==> src/rtl/ct_mat_pkg.sv <==
// ============================================================================
// Module   : ct_mat_pkg
// Purpose  : Shared types and widths for the matrix pipe8 dispatch slice.
// Revision : 1.0 - initial release
// ============================================================================
`default_nettype none

package ct_mat_pkg;
    localparam int MAT_IID_W      = 7;
    localparam int MAT_META_W     = 31;
    localparam int MAT_ALU_META_W = 31;
    localparam int MAT_LSU_META_W = 16;
    localparam int MAT_CFG_META_W = 4;
    localparam int MAT_SRC_W      = 64;
    localparam int MAT_PREG_W     = 7;
    localparam int MAT_CNT_W      = 3;

    typedef enum logic [1:0] {
        MAT_CFG = 2'd0,
        MAT_ALU = 2'd1,
        MAT_LSU = 2'd2,
        MAT_ILL = 2'd3
    } mat_type_e;

    typedef enum logic [1:0] {
        ST_RUN       = 2'd0,
        ST_CFG_DRAIN = 2'd1,
        ST_CFG_WAIT  = 2'd2
    } disp_state_e;
endpackage

`default_nettype wire

==> src/rtl/ct_mat_disp_outstd_tbl.sv <==
// ============================================================================
// Module   : ct_mat_disp_outstd_tbl
// Purpose  : In-flight matrix instruction table {vld, iid}; lowest-free
//            allocation, completion by iid match, live and post-completion count.
// Revision : 1.0 - initial release
// ============================================================================
`default_nettype none

module ct_mat_disp_outstd_tbl
    import ct_mat_pkg::*;
#(
    parameter int DEPTH = 4
) (
    input  logic                 clk,
    input  logic                 rst,
    input  logic                 i_flush,
    input  logic                 i_alloc,
    input  logic [MAT_IID_W-1:0] i_alloc_iid,
    input  logic                 i_cmplt,
    input  logic [MAT_IID_W-1:0] i_cmplt_iid,
    output logic [MAT_CNT_W-1:0] o_cnt,
    output logic [MAT_CNT_W-1:0] o_cnt_eff,
    output logic                 o_hit
);
    localparam int IDX_W = (DEPTH > 1) ? $clog2(DEPTH) : 1;

    logic [DEPTH-1:0]     r_vld;
    logic [MAT_IID_W-1:0] r_iid [DEPTH];

    logic                 w_match;
    logic                 w_free;
    logic [IDX_W-1:0]     w_match_idx;
    logic [IDX_W-1:0]     w_free_idx;
    logic [MAT_CNT_W-1:0] w_cnt;

    // Descending scan so the lowest matching / free index wins.
    always_comb begin
        w_match     = 1'b0;
        w_match_idx = '0;
        w_free      = 1'b0;
        w_free_idx  = '0;
        w_cnt       = '0;
        for (int i = DEPTH - 1; i >= 0; i--) begin
            if (r_vld[i] && (r_iid[i] == i_cmplt_iid)) begin
                w_match     = 1'b1;
                w_match_idx = IDX_W'(i);
            end
            if (!r_vld[i]) begin
                w_free     = 1'b1;
                w_free_idx = IDX_W'(i);
            end
            if (r_vld[i]) begin
                w_cnt = w_cnt + MAT_CNT_W'(1);
            end
        end
    end

    assign o_hit     = i_cmplt & w_match;
    assign o_cnt     = w_cnt;
    assign o_cnt_eff = w_cnt - MAT_CNT_W'(o_hit);

    // Free slot is picked from the pre-completion view, so a slot released
    // this cycle only becomes allocatable on the next one.
    always_ff @(posedge clk or posedge rst) begin
        if (rst) begin
            r_vld <= '0;
            for (int i = 0; i < DEPTH; i++) begin
                r_iid[i] <= '0;
            end
        end else if (i_flush) begin
            r_vld <= '0;
        end else begin
            if (o_hit) begin
                r_vld[w_match_idx] <= 1'b0;
            end
            if (i_alloc && w_free) begin
                r_vld[w_free_idx] <= 1'b1;
                r_iid[w_free_idx] <= i_alloc_iid;
            end
        end
    end
endmodule

`default_nettype wire

==> src/rtl/ct_idu_mat_pipe8_disp.sv <==
// ============================================================================
// Module   : ct_idu_mat_pipe8_disp
// Purpose  : Pipe8 matrix dispatch: one-cycle issue to cfg/alu/lsu units with
//            cfg serialisation. Optional MAT_DISP_CMPLT_CHK_EN adds a sticky
//            unmatched-completion flag (mat_disp_cmplt_err).
// Revision : 1.0 - initial release
// ============================================================================
`default_nettype none

module ct_idu_mat_pipe8_disp
    import ct_mat_pkg::*;
#(
    parameter int OUTSTD_DEPTH = 4
) (
    input  logic                      forever_cpuclk,
    input  logic                      cpurst,
    input  logic                      rtu_yy_xx_flush,
    input  logic                      is_mat_vld,
    output logic                      mat_is_rdy,
    input  logic [1:0]                is_mat_type,
    input  logic [MAT_IID_W-1:0]      is_mat_iid,
    input  logic [MAT_META_W-1:0]     is_mat_meta,
    input  logic [MAT_SRC_W-1:0]      is_mat_src0,
    input  logic [MAT_SRC_W-1:0]      is_mat_src1,
    input  logic                      is_mat_src0_vld,
    input  logic                      is_mat_src1_vld,
    input  logic                      is_mat_dst_vld,
    input  logic [MAT_PREG_W-1:0]     is_mat_dst_preg,
    output logic                      idu_mat_rf_cfg_sel,
    output logic                      idu_mat_rf_alu_sel,
    output logic                      idu_mat_rf_lsu_sel,
    output logic                      idu_mat_rf_cfg_gateclk_sel,
    output logic                      idu_mat_rf_alu_gateclk_sel,
    output logic                      idu_mat_rf_lsu_gateclk_sel,
    output logic [MAT_IID_W-1:0]      idu_mat_rf_pipe8_iid,
    output logic [MAT_ALU_META_W-1:0] idu_mat_rf_pipe8_alu_meta,
    output logic [MAT_LSU_META_W-1:0] idu_mat_rf_pipe8_lsu_meta,
    output logic [MAT_CFG_META_W-1:0] idu_mat_rf_pipe8_cfg_meta,
    output logic [MAT_SRC_W-1:0]      idu_mat_rf_pipe8_alu_src0,
    output logic [MAT_SRC_W-1:0]      idu_mat_rf_pipe8_lsu_src0,
    output logic [MAT_SRC_W-1:0]      idu_mat_rf_pipe8_lsu_src1,
    output logic [MAT_SRC_W-1:0]      idu_mat_rf_pipe8_cfg_src0,
    output logic                      idu_mat_rf_pipe8_alu_src0_vld,
    output logic                      idu_mat_rf_pipe8_lsu_src1_vld,
    output logic                      idu_mat_rf_pipe8_cfg_dst_vld,
    output logic [MAT_PREG_W-1:0]     idu_mat_rf_pipe8_cfg_dst_preg,
    input  logic                      mat_rtu_pipe8_cmplt,
    input  logic [MAT_IID_W-1:0]      mat_rtu_pipe8_iid,
    output logic [MAT_CNT_W-1:0]      mat_disp_outstd_cnt,
    output logic                      mat_disp_idle,
`ifdef MAT_DISP_CMPLT_CHK_EN
    output logic                      mat_disp_cmplt_err,
`endif
    output logic                      mat_disp_illegal
);
    localparam logic [MAT_CNT_W-1:0] c_depth = MAT_CNT_W'(OUTSTD_DEPTH);

    disp_state_e          r_state;
    disp_state_e          w_nxt;
    logic [2:0]           r_sel;      // {cfg, alu, lsu}
    logic [2:0]           w_sel;
    logic                 r_ill;
    logic                 w_ill;
    logic                 w_rdy;
    logic                 w_acc;
    logic                 w_alloc;
    logic [MAT_IID_W-1:0] w_alloc_iid;
    logic [MAT_CNT_W-1:0] w_cnt;
    logic [MAT_CNT_W-1:0] w_cnt_eff;
    logic                 w_hit;

    logic [MAT_IID_W-1:0]  r_iid;
    logic [MAT_META_W-1:0] r_meta;
    logic [MAT_SRC_W-1:0]  r_src0;
    logic [MAT_SRC_W-1:0]  r_src1;
    logic                  r_src0_vld;
    logic                  r_src1_vld;
    logic                  r_dst_vld;
    logic [MAT_PREG_W-1:0] r_dst_preg;

    ct_mat_disp_outstd_tbl #(
        .DEPTH (OUTSTD_DEPTH)
    ) u_tbl (
        .clk         (forever_cpuclk),
        .rst         (cpurst),
        .i_flush     (rtu_yy_xx_flush),
        .i_alloc     (w_alloc),
        .i_alloc_iid (w_alloc_iid),
        .i_cmplt     (mat_rtu_pipe8_cmplt),
        .i_cmplt_iid (mat_rtu_pipe8_iid),
        .o_cnt       (w_cnt),
        .o_cnt_eff   (w_cnt_eff),
        .o_hit       (w_hit)
    );

    assign mat_is_rdy = w_rdy & ~cpurst;
    assign w_acc      = is_mat_vld & mat_is_rdy & ~rtu_yy_xx_flush;

    always_ff @(posedge forever_cpuclk or posedge cpurst) begin
        if (cpurst) begin
            r_state <= ST_RUN;
        end else begin
            r_state <= w_nxt;
        end
    end

    always_comb begin
        w_nxt       = r_state;
        w_rdy       = 1'b0;
        w_sel       = 3'b000;
        w_ill       = 1'b0;
        w_alloc     = 1'b0;
        w_alloc_iid = is_mat_iid;
        case (r_state)
            ST_RUN: begin
                w_rdy = (w_cnt < c_depth);
                if (w_acc) begin
                    case (mat_type_e'(is_mat_type))
                        MAT_ALU: begin
                            w_sel   = 3'b010;
                            w_alloc = 1'b1;
                        end
                        MAT_LSU: begin
                            w_sel   = 3'b001;
                            w_alloc = 1'b1;
                        end
                        MAT_CFG: begin
                            if (w_cnt_eff == '0) begin
                                w_sel   = 3'b100;
                                w_alloc = 1'b1;
                                w_nxt   = ST_CFG_WAIT;
                            end else begin
                                w_nxt   = ST_CFG_DRAIN;
                            end
                        end
                        default: w_ill = 1'b1;
                    endcase
                end
            end
            // The held cfg sits in the payload registers while draining.
            ST_CFG_DRAIN: begin
                if (w_cnt_eff == '0) begin
                    w_sel       = 3'b100;
                    w_alloc     = 1'b1;
                    w_alloc_iid = r_iid;
                    w_nxt       = ST_CFG_WAIT;
                end
            end
            ST_CFG_WAIT: begin
                if (mat_rtu_pipe8_cmplt && (mat_rtu_pipe8_iid == r_iid)) begin
                    w_nxt = ST_RUN;
                end
            end
            default: w_nxt = ST_RUN;
        endcase
        if (rtu_yy_xx_flush) begin
            w_nxt   = ST_RUN;
            w_sel   = 3'b000;
            w_ill   = 1'b0;
            w_alloc = 1'b0;
        end
    end

    always_ff @(posedge forever_cpuclk or posedge cpurst) begin
        if (cpurst) begin
            r_sel <= 3'b000;
            r_ill <= 1'b0;
        end else begin
            r_sel <= w_sel;
            r_ill <= w_ill;
        end
    end

    always_ff @(posedge forever_cpuclk or posedge cpurst) begin
        if (cpurst) begin
            r_iid      <= '0;
            r_meta     <= '0;
            r_src0     <= '0;
            r_src1     <= '0;
            r_src0_vld <= 1'b0;
            r_src1_vld <= 1'b0;
            r_dst_vld  <= 1'b0;
            r_dst_preg <= '0;
        end else if (w_acc) begin
            r_iid      <= is_mat_iid;
            r_meta     <= is_mat_meta;
            r_src0     <= is_mat_src0;
            r_src1     <= is_mat_src1;
            r_src0_vld <= is_mat_src0_vld;
            r_src1_vld <= is_mat_src1_vld;
            r_dst_vld  <= is_mat_dst_vld;
            r_dst_preg <= is_mat_dst_preg;
        end
    end

`ifdef MAT_DISP_CMPLT_CHK_EN
    logic r_cmplt_err;

    always_ff @(posedge forever_cpuclk or posedge cpurst) begin
        if (cpurst) begin
            r_cmplt_err <= 1'b0;
        end else if (mat_rtu_pipe8_cmplt && !w_hit) begin
            r_cmplt_err <= 1'b1;
        end
    end

    assign mat_disp_cmplt_err = r_cmplt_err;
`endif

    assign idu_mat_rf_cfg_sel            = r_sel[2];
    assign idu_mat_rf_alu_sel            = r_sel[1];
    assign idu_mat_rf_lsu_sel            = r_sel[0];
    assign idu_mat_rf_cfg_gateclk_sel    = r_sel[2];
    assign idu_mat_rf_alu_gateclk_sel    = r_sel[1];
    assign idu_mat_rf_lsu_gateclk_sel    = r_sel[0];
    assign idu_mat_rf_pipe8_iid          = r_iid;
    assign idu_mat_rf_pipe8_alu_meta     = r_meta[MAT_ALU_META_W-1:0];
    assign idu_mat_rf_pipe8_lsu_meta     = r_meta[MAT_LSU_META_W-1:0];
    assign idu_mat_rf_pipe8_cfg_meta     = r_meta[MAT_CFG_META_W-1:0];
    assign idu_mat_rf_pipe8_alu_src0     = r_src0;
    assign idu_mat_rf_pipe8_lsu_src0     = r_src0;
    assign idu_mat_rf_pipe8_lsu_src1     = r_src1;
    assign idu_mat_rf_pipe8_cfg_src0     = r_src0;
    assign idu_mat_rf_pipe8_alu_src0_vld = r_src0_vld;
    assign idu_mat_rf_pipe8_lsu_src1_vld = r_src1_vld;
    assign idu_mat_rf_pipe8_cfg_dst_vld  = r_dst_vld;
    assign idu_mat_rf_pipe8_cfg_dst_preg = r_dst_preg;
    assign mat_disp_outstd_cnt           = w_cnt;
    assign mat_disp_idle                 = (w_cnt == '0) && (r_state == ST_RUN);
    assign mat_disp_illegal              = r_ill;
endmodule

`default_nettype wire
==> config.mk <==
export PLATFORM = sky130hd
export DESIGN_NAME = ct_idu_mat_pipe8_disp
export DESIGN_NICKNAME = d
export VERILOG_FILES = /design/src/rtl/ct_mat_pkg.sv /design/src/rtl/ct_mat_disp_outstd_tbl.sv /design/src/rtl/ct_idu_mat_pipe8_disp.sv
export SDC_FILE = /design/constraint.sdc
export NUM_CORES = 1
export LEC_CHECK = 0
export BUFFER_PORTS_ARGS = -buffer_cell sky130_fd_sc_hd__buf_2
export CORE_AREA = 10 10 198 200
export CTS_CLUSTER_DIAMETER = 40
export DETAILED_ROUTE_END_ITERATION = 8
export DIE_AREA = 0 0 208 210
export PLACE_DENSITY = 0.61
export SYNTH_ARGS = -nofsm -noshare
export SYNTH_HDL_FRONTEND = slang
export SYNTH_SLANG_ARGS = --single-unit
==> constraint.sdc <==
create_clock -name forever_cpuclk -period 8.8 [get_ports forever_cpuclk]
set_clock_uncertainty 0.05 [all_clocks]
set_input_delay 1.76 -clock forever_cpuclk [delete_from_list [all_inputs] [get_ports forever_cpuclk]]
set_output_delay 1.76 -clock forever_cpuclk [all_outputs]
set_load 0.02 [all_outputs]
==> After elaboration in Yosys (flattened, before gate mapping) <==
Index checks and enable logic that the tools add are counted.
{ "classes": {"n_addsub": 4, "n_lt_le_gt_ge": 7, "reduce_logical": 18, "eq_ne": 13, "muxes": 55, "bitwise": 10} }
{ "op_table": {"columns": ["op", "n"], "rows": [
  ["7-bit == test", 5],
  ["28-bit bitwise mux", 1],
  ["2-bit two-way mux", 14],
  ["7-bit two-way mux", 3],
  ["1-bit two-way mux", 19],
  ["3-bit two-way mux", 6],
  ["4-bit two-way mux", 4],
  ["7-bit demux with 2-bit select", 1],
  ["1-bit logical AND", 10],
  ["3-bit != test (second input constant)", 3],
  ["3-bit case mux with 3 select lines", 1],
  ["3-bit by 1-bit adder with 3-bit output (second input constant)", 2],
  ["3-bit logical NOT", 2],
  ["2-bit by 3-bit less-than comparator with 1-bit output (second input constant)", 2],
  ["2-bit case mux with 3 select lines", 1],
  ["3-bit case mux with 2 select lines", 1],
  ["1-bit bitwise AND", 4],
  ["4-bit bitwise AND", 1],
  ["1-bit demux with 2-bit select", 2],
  ["2-bit by 1-bit == test with 1-bit output (second input constant)", 2],
  ["2-bit == test (second input constant)", 2],
  ["2-bit by 1-bit >= comparator with 1-bit output (second input constant)", 2],
  ["2-bit logical NOT", 2],
  ["4-bit NOT", 1],
  ["14 further kinds", 16]
]} }
{ "word_totals": {"in_bits": 190, "elab_cells": 123, "output_inout_bits": 336, "register_bits": 214} }

==> Depth between registers and ports, before layout <==
Gate-level depths: netlist (run 1).
{ "logic_depth": {"ltp_word": 18, "depth_mapped": 13, "ltp_nobuf": 12} }

==> By module <==
Synthesis (run 1) repeated with hierarchy kept, for this count alone.
{ "unflattened": {"cells_unflattened": 1092, "area_unflattened_um2": 10040.9} }
{ "by_module_without_submodules": {"columns": ["mod", "seq_area_each_um2", "area_per_inst_um2", "cells_each", "n_inst"], "rows": [
  ["ct_idu_mat_pipe8_disp", 4554.4, 8269.2, 949, 1],
  ["ct_mat_disp_outstd_tbl", 800.8, 1771.7, 143, 1]
]} }

==> Least setup slack after synthesis (run 1) <==
Ideal clock, no wire load.
{ "synth_timing": {"kind": "input port to flip-flop", "from": "input cpurst", "to": "register r_state[1]", "setup_ps": 134, "stages": 5, "path_buffers": 0, "required_ps": 8616, "arrival_time_ps": 7020, "setup_slack_ps": 1596, "path_cell_list": "inv_1 -> a31oi_1 -> o21bai_1 -> mux2i_1 -> nor2_1"} }
{ "synth_via": {"elab_chain_cells": 6} }
{ "synth_lines": {"columns": ["item", "line_no", "text"], "rows": [
  ["start: declaration", "ct_idu_mat_pipe8_disp.sv:16", "input logic cpurst,"],
  ["1-bit NOT", "ct_idu_mat_pipe8_disp.sv:96", "assign mat_is_rdy = w_rdy & ~cpurst;"],
  ["1-bit bitwise AND", "ct_idu_mat_pipe8_disp.sv:96", null],
  ["1-bit bitwise AND (2 in series)", "ct_idu_mat_pipe8_disp.sv:97", "assign w_acc = is_mat_vld & mat_is_rdy & ~rtu_yy_xx_flush;"],
  ["3-bit != test (no line)", null, null],
  ["4-bit AND reduction (no line)", null, null],
  ["end signal: assignment", "ct_idu_mat_pipe8_disp.sv:103", "r_state <= w_nxt;"],
  ["end: declaration", "ct_idu_mat_pipe8_disp.sv:58", "disp_state_e r_state;"]
]} }
No other way between the ends.
A chain may end at the register's enable or synchronous reset.

==> Worst setup path in the final report (run 1) <==
{ "layout_timing": {"from": "input rtu_yy_xx_flush", "to": "register u_tbl.r_iid[3] (netlist name)"} }
{ "layout_via": {"elab_chain_cells": 7} }
{ "layout_lines": {"columns": ["item", "line_no", "text"], "rows": [
  ["start: declaration", "ct_idu_mat_pipe8_disp.sv:17", "input logic rtu_yy_xx_flush,"],
  ["1-bit NOT (no line)", null, null],
  ["1-bit bitwise AND", "ct_idu_mat_pipe8_disp.sv:97", null],
  ["1-bit two-way mux", "ct_idu_mat_pipe8_disp.sv:117", "if (w_acc) begin"],
  ["1-bit case mux with 2 select lines", "ct_idu_mat_pipe8_disp.sv:114", "case (r_state)"],
  ["1-bit two-way mux", "ct_idu_mat_pipe8_disp.sv:156", "if (rtu_yy_xx_flush) begin"],
  ["1-bit logical AND", "ct_mat_disp_outstd_tbl.sv:76", "if (i_alloc && w_free) begin"],
  ["2-bit AND reduction (no line) (*)", null, null],
  ["end signal: indexed assignment", "ct_mat_disp_outstd_tbl.sv:78", "r_iid[w_free_idx] <= i_alloc_iid;"],
  ["end: declaration", "ct_mat_disp_outstd_tbl.sv:28", "logic [MAT_IID_W-1:0] r_iid [DEPTH];"]
]} }
Mark *: on every way between the ends. The rest lies on a longest branch, timed or not.

==> reports/qor.csv, run 1 <==
metric,value,unit
core-area,0.0352,mm^2
top_level_ports,526,
grt_use_met3,5.47,%
final_core_util,37.9,%
cts_max_path_buffers,3,
wl,32300,um
synth-seq-area-share,53.5,%
cp_data_required_time,9.15,ns
hold_class,register to register,
synth_warnings,0,
nets,1324,
crit_type,primary input to register,
synth-simple-area-share,2.78,%
cts-resized-gates,0,
htreeDepth,2,
firstDrtPassIters,4,
cts_tree,done,
clock-root-buffer,clkbuf_16,
vias,6982,
crit_path_start_kind,primary input,
synth-edff-count,0,
area_growth,33.4,%
cp_slowest_stage_delay,0.88,ns
grt.busiest_layer,met2,
clock.fmax,211,MHz
dpl-instance-area,0.0120,mm^2
die_w,208,um
tns,0,ns
syn_area,0.0100,mm^2
drtIter0Drc,308,
drc_errors,0,
port_buffers,525,
syn_area_per_cell,13.6,um^2
max_cap_violations,0,
finalSetupViolCount,0,
cts_sinks,214,
antenna_found_initial,7,
grt_pass1_vias,7691,
grt_usage,14.1,%
grt_overflow,0,
whs,0.444,ns
end_kind,register,
fin_ws,4.07,ns
post-dp-hpwl,25600,um
final.min_clock_period,4.73,ns
fp.dieH,210,um
place.gp.congestion,0.826,
rsz0062_at_grt,false,
globalRouteMet1Util,15.1,%
wl_per_cell,20.0,um
synth_top_family_by_area,multiplexers,
fin_area,0.0133,mm^2
path_cells,buf_2 > nor3b_1 > nand3_4 > or3b_1 > a211oi_4 > mux2_2,
clkSlewWorstSetupHoldPaths,0.05,ns
tightest_slew,1.10,ns
place_inst,1545,
layout-drive-gt1-share,71.2,%
synth.area.mux_share,23.8,%
arrival,5.08,ns
post_cts_buffers,0,
ys_types,46,
ir_worst_vdd,0.186,mV
via_per_inst,4.32,
drtAntennaViolNets,0,
totalPowerFinal,3.96,mW
use_met2,25.1,%
preCtsSetupSlack,3.43,ns
hold_buffers,0,
insertion_delay,0.52,ns
hold_viol,0,
ys_ff_latch,214,
period_share,53.7,%
placementRows,69,
synth-xor-area-share,3.60,%
syn_inst,738,
synthesis.nets,937,
synth_compound_area_share,2.06,%
slew_headroom,26.4,%
grt_pass1_wl,48500,um
power.leakage,6.72,nW
cpMaxStageDelayCell,or3b_1,
grt_max_degree,83,
cp_max_fo,72,
ys.flop_type,dfrtp_1,
slew_viol_final,0,
outcome,completed,
dieArea,0.0437,mm^2
cellPowerDensity,296,mW/mm^2
synth_fa_ha_area_share,1.13,%
numCtsBuffers,39,
initial_utilization,28.4,%
asyncSetResetFlopFracSynth,100,%
fin_cells,1615,
layout make-up:
cell class                      count  area [um^2]
Fill cell                        3434        21900
Sequential cell                   214         5360
Multi-Input combinational cell    331         3350
Timing Repair Buffer              529         2660
Clock buffer                       46         1070
Tap cell                          461          577
Clock inverter                     23          283
Inverter                           10         45.0
Antenna cell                        1         2.50
Yosys cell counts, types with 2 or more instances:
cell | count | area, um^2
a211o_1 | 2 | 17.5
mux2_2 | 211 | 2380
nand2_1 | 7 | 26.3
inv_1 | 9 | 33.8
nor2_1 | 15 | 56.3
buf_2 | 2 | 10.0
buf_4 | 153 | 1150
a211oi_4 | 3 | 60.1
a21oi_1 | 3 | 15.0
ha_1 | 9 | 113
xor2_1 | 16 | 140
dfrtp_1 | 214 | 5360
o21ba_2 | 2 | 20.0
clkbuf_1 | 19 | 71.3
nand4_1 | 6 | 37.5
a41oi_1 | 2 | 17.5
xnor2_1 | 22 | 193
buf_1 | 8 | 30.0
nor4_1 | 4 | 25.0
nor3_1 | 3 | 15.0
o31ai_1 | 2 | 15.0
nor2b_1 | 2 | 12.5
registers in the layout, indices dropped and copies added (netlist names), 2 cells and up:
signal / cells
idu_mat_rf_pipe8_cfg_dst_preg: 7
idu_mat_rf_pipe8_iid: 7
idu_mat_rf_pipe8_alu_src0: 64
idu_mat_rf_pipe8_alu_meta: 31
u_tbl.r_iid: 28
r_state: 2
idu_mat_rf_pipe8_lsu_src1: 64
u_tbl.r_vld: 4
r_sel: 3
path summary, 6_finish.rpt:
check	slack (ns)	depth (start not counted)	end	startpoint
max	4.07	6	u_tbl.r_iid[3]$_DFFE_PP0P_	rtu_yy_xx_flush
min	0.44	1	idu_mat_rf_pipe8_cfg_dst_preg[6]$_DFFE_PP0P_	idu_mat_rf_pipe8_cfg_dst_preg[6]$_DFFE_PP0P_
max reg2reg	4.27	10	u_tbl.r_iid[3]$_DFFE_PP0P_	u_tbl.r_vld[2]$_DFF_PP0_
min reg2reg	0.44	1	idu_mat_rf_pipe8_cfg_dst_preg[6]$_DFFE_PP0P_	idu_mat_rf_pipe8_cfg_dst_preg[6]$_DFFE_PP0P_
max in group asynchronous	6.02	3	idu_mat_rf_pipe8_lsu_src1[50]$_DFFE_PP0P_	cpurst
min in group asynchronous	1.28	2	idu_mat_rf_pipe8_alu_meta[6]$_DFFE_PP0P_	cpurst
where the power goes:
group | switching [mW] | total, mW | internal [mW]
sequential | 0.150 | 1.32 | 1.17
combinational | 0.683 | 1.09 | 0.403
clock | 0.522 | 1.55 | 1.03
total | 1.35 | 3.96 | 2.60
placed cells by master (no fill, tap or decap), drive strengths merged, types with 4 or more instances in the layout:
cell type  count
clkbuf        46
xor2          16
nor2          15
nand4          6
inv           18
nor4           4
xnor2         23
a21oi          4
bufinv         5
ha             9
nand2          8
mux2         211
dfrtp        214
clkinv         7
buf          529
per-layer routing:
metal | routed length (um) | vias to the layer above | part of all wire (%)
met5 | 18 | - | 0.056
met4 | 647 | 2 | 2.0
met3 | 3010 | 58 | 9.3
met2 | 17000 | 313 | 53
met1 | 11700 | 3462 | 36
li1 | - | 3147 | -
cell families (layout without fill, tap and decap cells):
family                   count (synthesis)  count (layout)
flip-flops                             214             214
multiplexers                           212             212
buffers and inverters                  193             608
AND/OR/NAND/NOR                         49              49
XOR/XNOR                                39              39
AO/OA/AOI/OAI                           22              22
adder cells (fa/ha/maj)                  9               9
other                                    0               1
worst max-delay path, delay by kind of cell:
family                 cells  cell delay, ns
muxes                      1            0.39
and+or+nand+nor            3            2.16
buffers and inverters      1            0.18
AOI/OAI and AO/OA          1            0.57
No activity file was read; power rests on OpenSTA's default activity.
==> run 2, diff against run 1 <==
--- a/config.mk
+++ b/config.mk
@@ -5,12 +5,13 @@
 export SDC_FILE = /design/constraint.sdc
 export NUM_CORES = 1
 export LEC_CHECK = 0
+export ABC_AREA = 1
 export BUFFER_PORTS_ARGS = -buffer_cell sky130_fd_sc_hd__buf_2
-export CORE_AREA = 10 10 198 200
+export CORE_AREA = 10 10 194 196
 export CTS_CLUSTER_DIAMETER = 40
 export DETAILED_ROUTE_END_ITERATION = 8
-export DIE_AREA = 0 0 208 210
-export PLACE_DENSITY = 0.61
+export DIE_AREA = 0 0 204 206
+export PLACE_DENSITY = 0.66
 export SYNTH_ARGS = -nofsm -noshare
 export SYNTH_HDL_FRONTEND = slang
 export SYNTH_SLANG_ARGS = --single-unit
==> constraint.sdc (replaced) <==
create_clock -name forever_cpuclk -period 4.3 [get_ports forever_cpuclk]
set_clock_uncertainty 0.05 [all_clocks]
set_input_delay 0.86 -clock forever_cpuclk [delete_from_list [all_inputs] [get_ports forever_cpuclk]]
set_output_delay 0.86 -clock forever_cpuclk [all_outputs]
set_load 0.02 [all_outputs]
==> run 2 against run 1 <==
  * Synthesized cell count rose by 71%
  * Critical path type is now register to output port
  * Design area rose by 1.1%
  * Highest routed layer unchanged
  * Total power rose to 2.8 times the previous value
==> reports/qor.csv, run 2 <==
metric,value,unit,change
whs_endpoint,idu_mat_rf_pipe8_lsu_src1[1]$_DFFE_PP0P_,,was idu_mat_rf_pipe8_cfg_dst_preg[6]$_DFFE_PP0P_
grt_usage,18.1,%,was 14.1%
final.min_clock_period,3.37,ns,
net-switching-power,4.99,mW,was 1.35 mW
antenna_found_initial,14,,was 7
htreeDepth,2,,unchanged
cts-resized-gates,0,,unchanged
clock-root-buffer,clkbuf_16,,unchanged
firstDrtPassIters,5,,was 4
ir_worst_vdd,0.553,mV,was 0.186 mV
combPwrFrac,42.3,%,was 27.5%
die_w,204,um,was 208 um
crit_buf_inv,3,,was 1
clkSlewWorstSetupHoldPaths,0.05,ns,about the same
top_level_ports,526,,unchanged
synth_warnings,0,,unchanged
outcome,completed,,unchanged
wl_per_cell,19.2,um,was 20.0 um
hold_buffers,0,,unchanged
dieArea,0.0420,mm^2,was 0.0437 mm^2
placementRows,68,,was 69
yosysMostFrequentCell,nand2_1,,was dfrtp_1
synth_area_leaders,"dfrtp_1 51%, nand2_1 23%, buf_4 11%, nand4_1 2.0%, inv_1 1.6%",,"was dfrtp_1 54%, mux2_2 24%, buf_4 11%, xnor2_1 1.9%, xor2_1 1.4%"
max_cap_violations,0,,unchanged
syn_area_per_cell,8.23,um^2,was 13.6 um^2
yosysTopAreaCell,dfrtp_1,,unchanged
fin_ws,0.928,ns,was 4.07 ns
wl,40700,um,was 32300 um
grt_pass1_wl,59200,um,was 48500 um
syn_area,0.0104,mm^2,was 0.0100 mm^2
ys_types,32,,was 46
period_share,78.4,%,
cts_max_path_buffers,3,,unchanged
nets,1831,,was 1324
cpMaxStageDelayCell,dfrtp_1,,was or3b_1
place.gp.congestion,0.940,,was 0.826
slew_headroom,28.4,%,was 26.4%
grt_overflow,0,,unchanged
cts_tree,done,,unchanged
crit_type,register to output port,,was primary input to register
r2r_start,u_tbl.r_vld[2]$_DFF_PP0_,,unchanged
tns,0,ns,unchanged
clock.fmax,297,MHz,
drtAntennaViolNets,0,,unchanged
netSwitchingFraction,45.5,%,was 34.2%
vias,9636,,was 6982
crit_start,u_tbl.r_vld[2]$_DFF_PP0_,,was rtu_yy_xx_flush
p_seq_share,32.4,%,was 33.4%
drc_errors,0,,unchanged
layout-drive-gt1-share,37.1,%,was 71.2%
final_common_cell,nand2_1,,was buf_2
hold_viol,0,,unchanged
slew_viol_final,0,,unchanged
numCtsBuffers,35,,was 39
grt_max_degree,184,,was 83
drtIter0Drc,643,,was 308
cp_max_fo,4,,was 72
cp_data_required_time,3.39,ns,was 9.15 ns
hold_class,register to register,,unchanged
initial_utilization,30.7,%,was 28.4%
synth-seq-area-share,51.5,%,was 53.5%
netlist.area_leader.share,51.5,%,was 53.5%
tightest_slew,1.07,ns,was 1.10 ns
ys_ff_latch,214,,unchanged
port_buffers,525,,unchanged
power.leakage,7.89,nW,was 6.72 nW
post-dp-hpwl,31700,um,was 25600 um
path_cells,inv_1 > ha_1 > xor2_1 > ha_1 > nand2_2 > inv_1 > nand2_2 > nand3_2 > nor3_1 > buf_2,,was buf_2 > nor3b_1 > nand3_4 > or3b_1 > a211oi_4 > mux2_2
cp_slowest_stage_delay,0.40,ns,was 0.88 ns
rsz0062_at_grt,false,,unchanged
area_growth,29.7,%,was 33.4%
crit_path_start_kind,register,,was primary input
reg2reg_depth,14,,was 10
insertion_delay,0.51,ns,was 0.52 ns
via_per_inst,4.55,,was 4.32
synthesis.nets,1463,,was 937
fp.dieH,206,um,was 210 um
hold_path_depth,2,,was 1
worstHoldStart,idu_mat_rf_pipe8_lsu_src1[1]$_DFFE_PP0P_,,was idu_mat_rf_pipe8_cfg_dst_preg[6]$_DFFE_PP0P_
syn_inst,1264,,was 738
synth-edff-count,0,,unchanged
cts_sinks,214,,unchanged
end_kind,output port,,was register
r2r-end,idu_mat_rf_pipe8_lsu_src1[50]$_DFFE_PP0P_,,was u_tbl.r_iid[3]$_DFFE_PP0P_
asyncSetResetFlopFracSynth,100,%,unchanged
finalSetupViolCount,0,,unchanged
mostFrequentLayoutCells,"637 x nand2_1, 525 x buf_2, 214 x dfrtp_1",,"was 525 x buf_2, 214 x dfrtp_1, 211 x mux2_2"
ys_top_cells_by_count,"637 x nand2_1, 214 x dfrtp_1, 152 x buf_4",,"was 214 x dfrtp_1, 211 x mux2_2, 153 x buf_4"
r2r_slack,1.00,ns,was 4.27 ns
preCtsSetupSlack,0.787,ns,was 3.43 ns
post_cts_buffers,0,,unchanged
path_delay_family,adder cells,,was simple AND/OR/NAND/NOR gates
arrival,2.46,ns,was 5.08 ns
p_int,5.97,mW,was 2.60 mW
core-area,0.0339,mm^2,was 0.0352 mm^2
clockPowerShare,25.3,%,was 39.1%
grt_pass1_vias,9759,,was 7691
ys.flop_type,dfrtp_1,,unchanged
cellPowerDensity,812,mW/mm^2,was 296 mW/mm^2
[run 2: per-stage QoR]
stage                     cells  area, um^2  utilization, %  power [mW]  hold WS, ns
after floorplan            1264       10400               -        6.94        0.392
after global placement     2050       12300            36.2        8.20        0.399
after detailed placement   2050       12300            36.2        8.26        0.404
after CTS                  2112       13500            39.7        11.1        0.408
after global routing       2117       13500            39.7        11.6        0.431
final                      2120       13500            39.8        11.0        0.416
[run 2: layer usage]
| layer | GRT usage [%] | part of all wire (%) |
|---|---|---|
| met5 | 0 | 0.21 |
| met3 | 7.84 | 12 |
| met1 | 21.0 | 37 |
| met4 | 6.96 | 2.5 |
| met2 | 29.0 | 48 |
[run 2: worst max path at each step]
stage | endpoint | slack (ns) | depth (start not counted)
2_1_floorplan | idu_mat_rf_pipe8_alu_meta[0]$_DFFE_PP0P_ | 0.61 | 1
3_3_place_gp | u_tbl.r_iid[2]$_DFFE_PP0P_ | 0.88 | 17
3_5_place_dp | u_tbl.r_iid[25]$_DFFE_PP0P_ | 0.79 | 17
4_1_cts | mat_disp_idle | 0.91 | 9
5_1_grt | mat_disp_idle | 0.76 | 9
6_report | mat_disp_idle | 0.93 | 10
[run 2: power by group through the flow]
stage	logic [mW]	registers (mW)	clock network (mW)
after floorplan	2.61	4.33	0
after global placement	4.67	3.53	0
after detailed placement	4.71	3.55	0
after CTS	4.71	3.54	2.85
after global routing	5.01	3.66	2.93
final	4.63	3.55	2.77
[run 2: cells by family after synthesis]
group,Yosys count,share of synthesized area (%)
buf+inv,250,15.4
compound gates,41,2.12
simple gates,733,28.5
flops,214,51.5
xor+xnor,17,1.43
fa+ha+maj,9,1.08
[run 2: final cells by class]
| class | instances | area, um^2 |
|---|---|---|
| fillers | 3449 | 20500 |
| flip-flops and latches | 214 | 5360 |
| multi-input cells | 800 | 3450 |
| repair buffers | 534 | 2750 |
| clock buffers | 51 | 1070 |
| well taps | 455 | 569 |
| inverters | 47 | 185 |
| clock inverters | 11 | 104 |
| diodes | 8 | 20.0 |
[run 2: tightest hold or removal path: stages, from the launching register on]
cell,delay (ns)
dfrtp_1,0.34
nand2_1,0.05
nand2_1,0.05
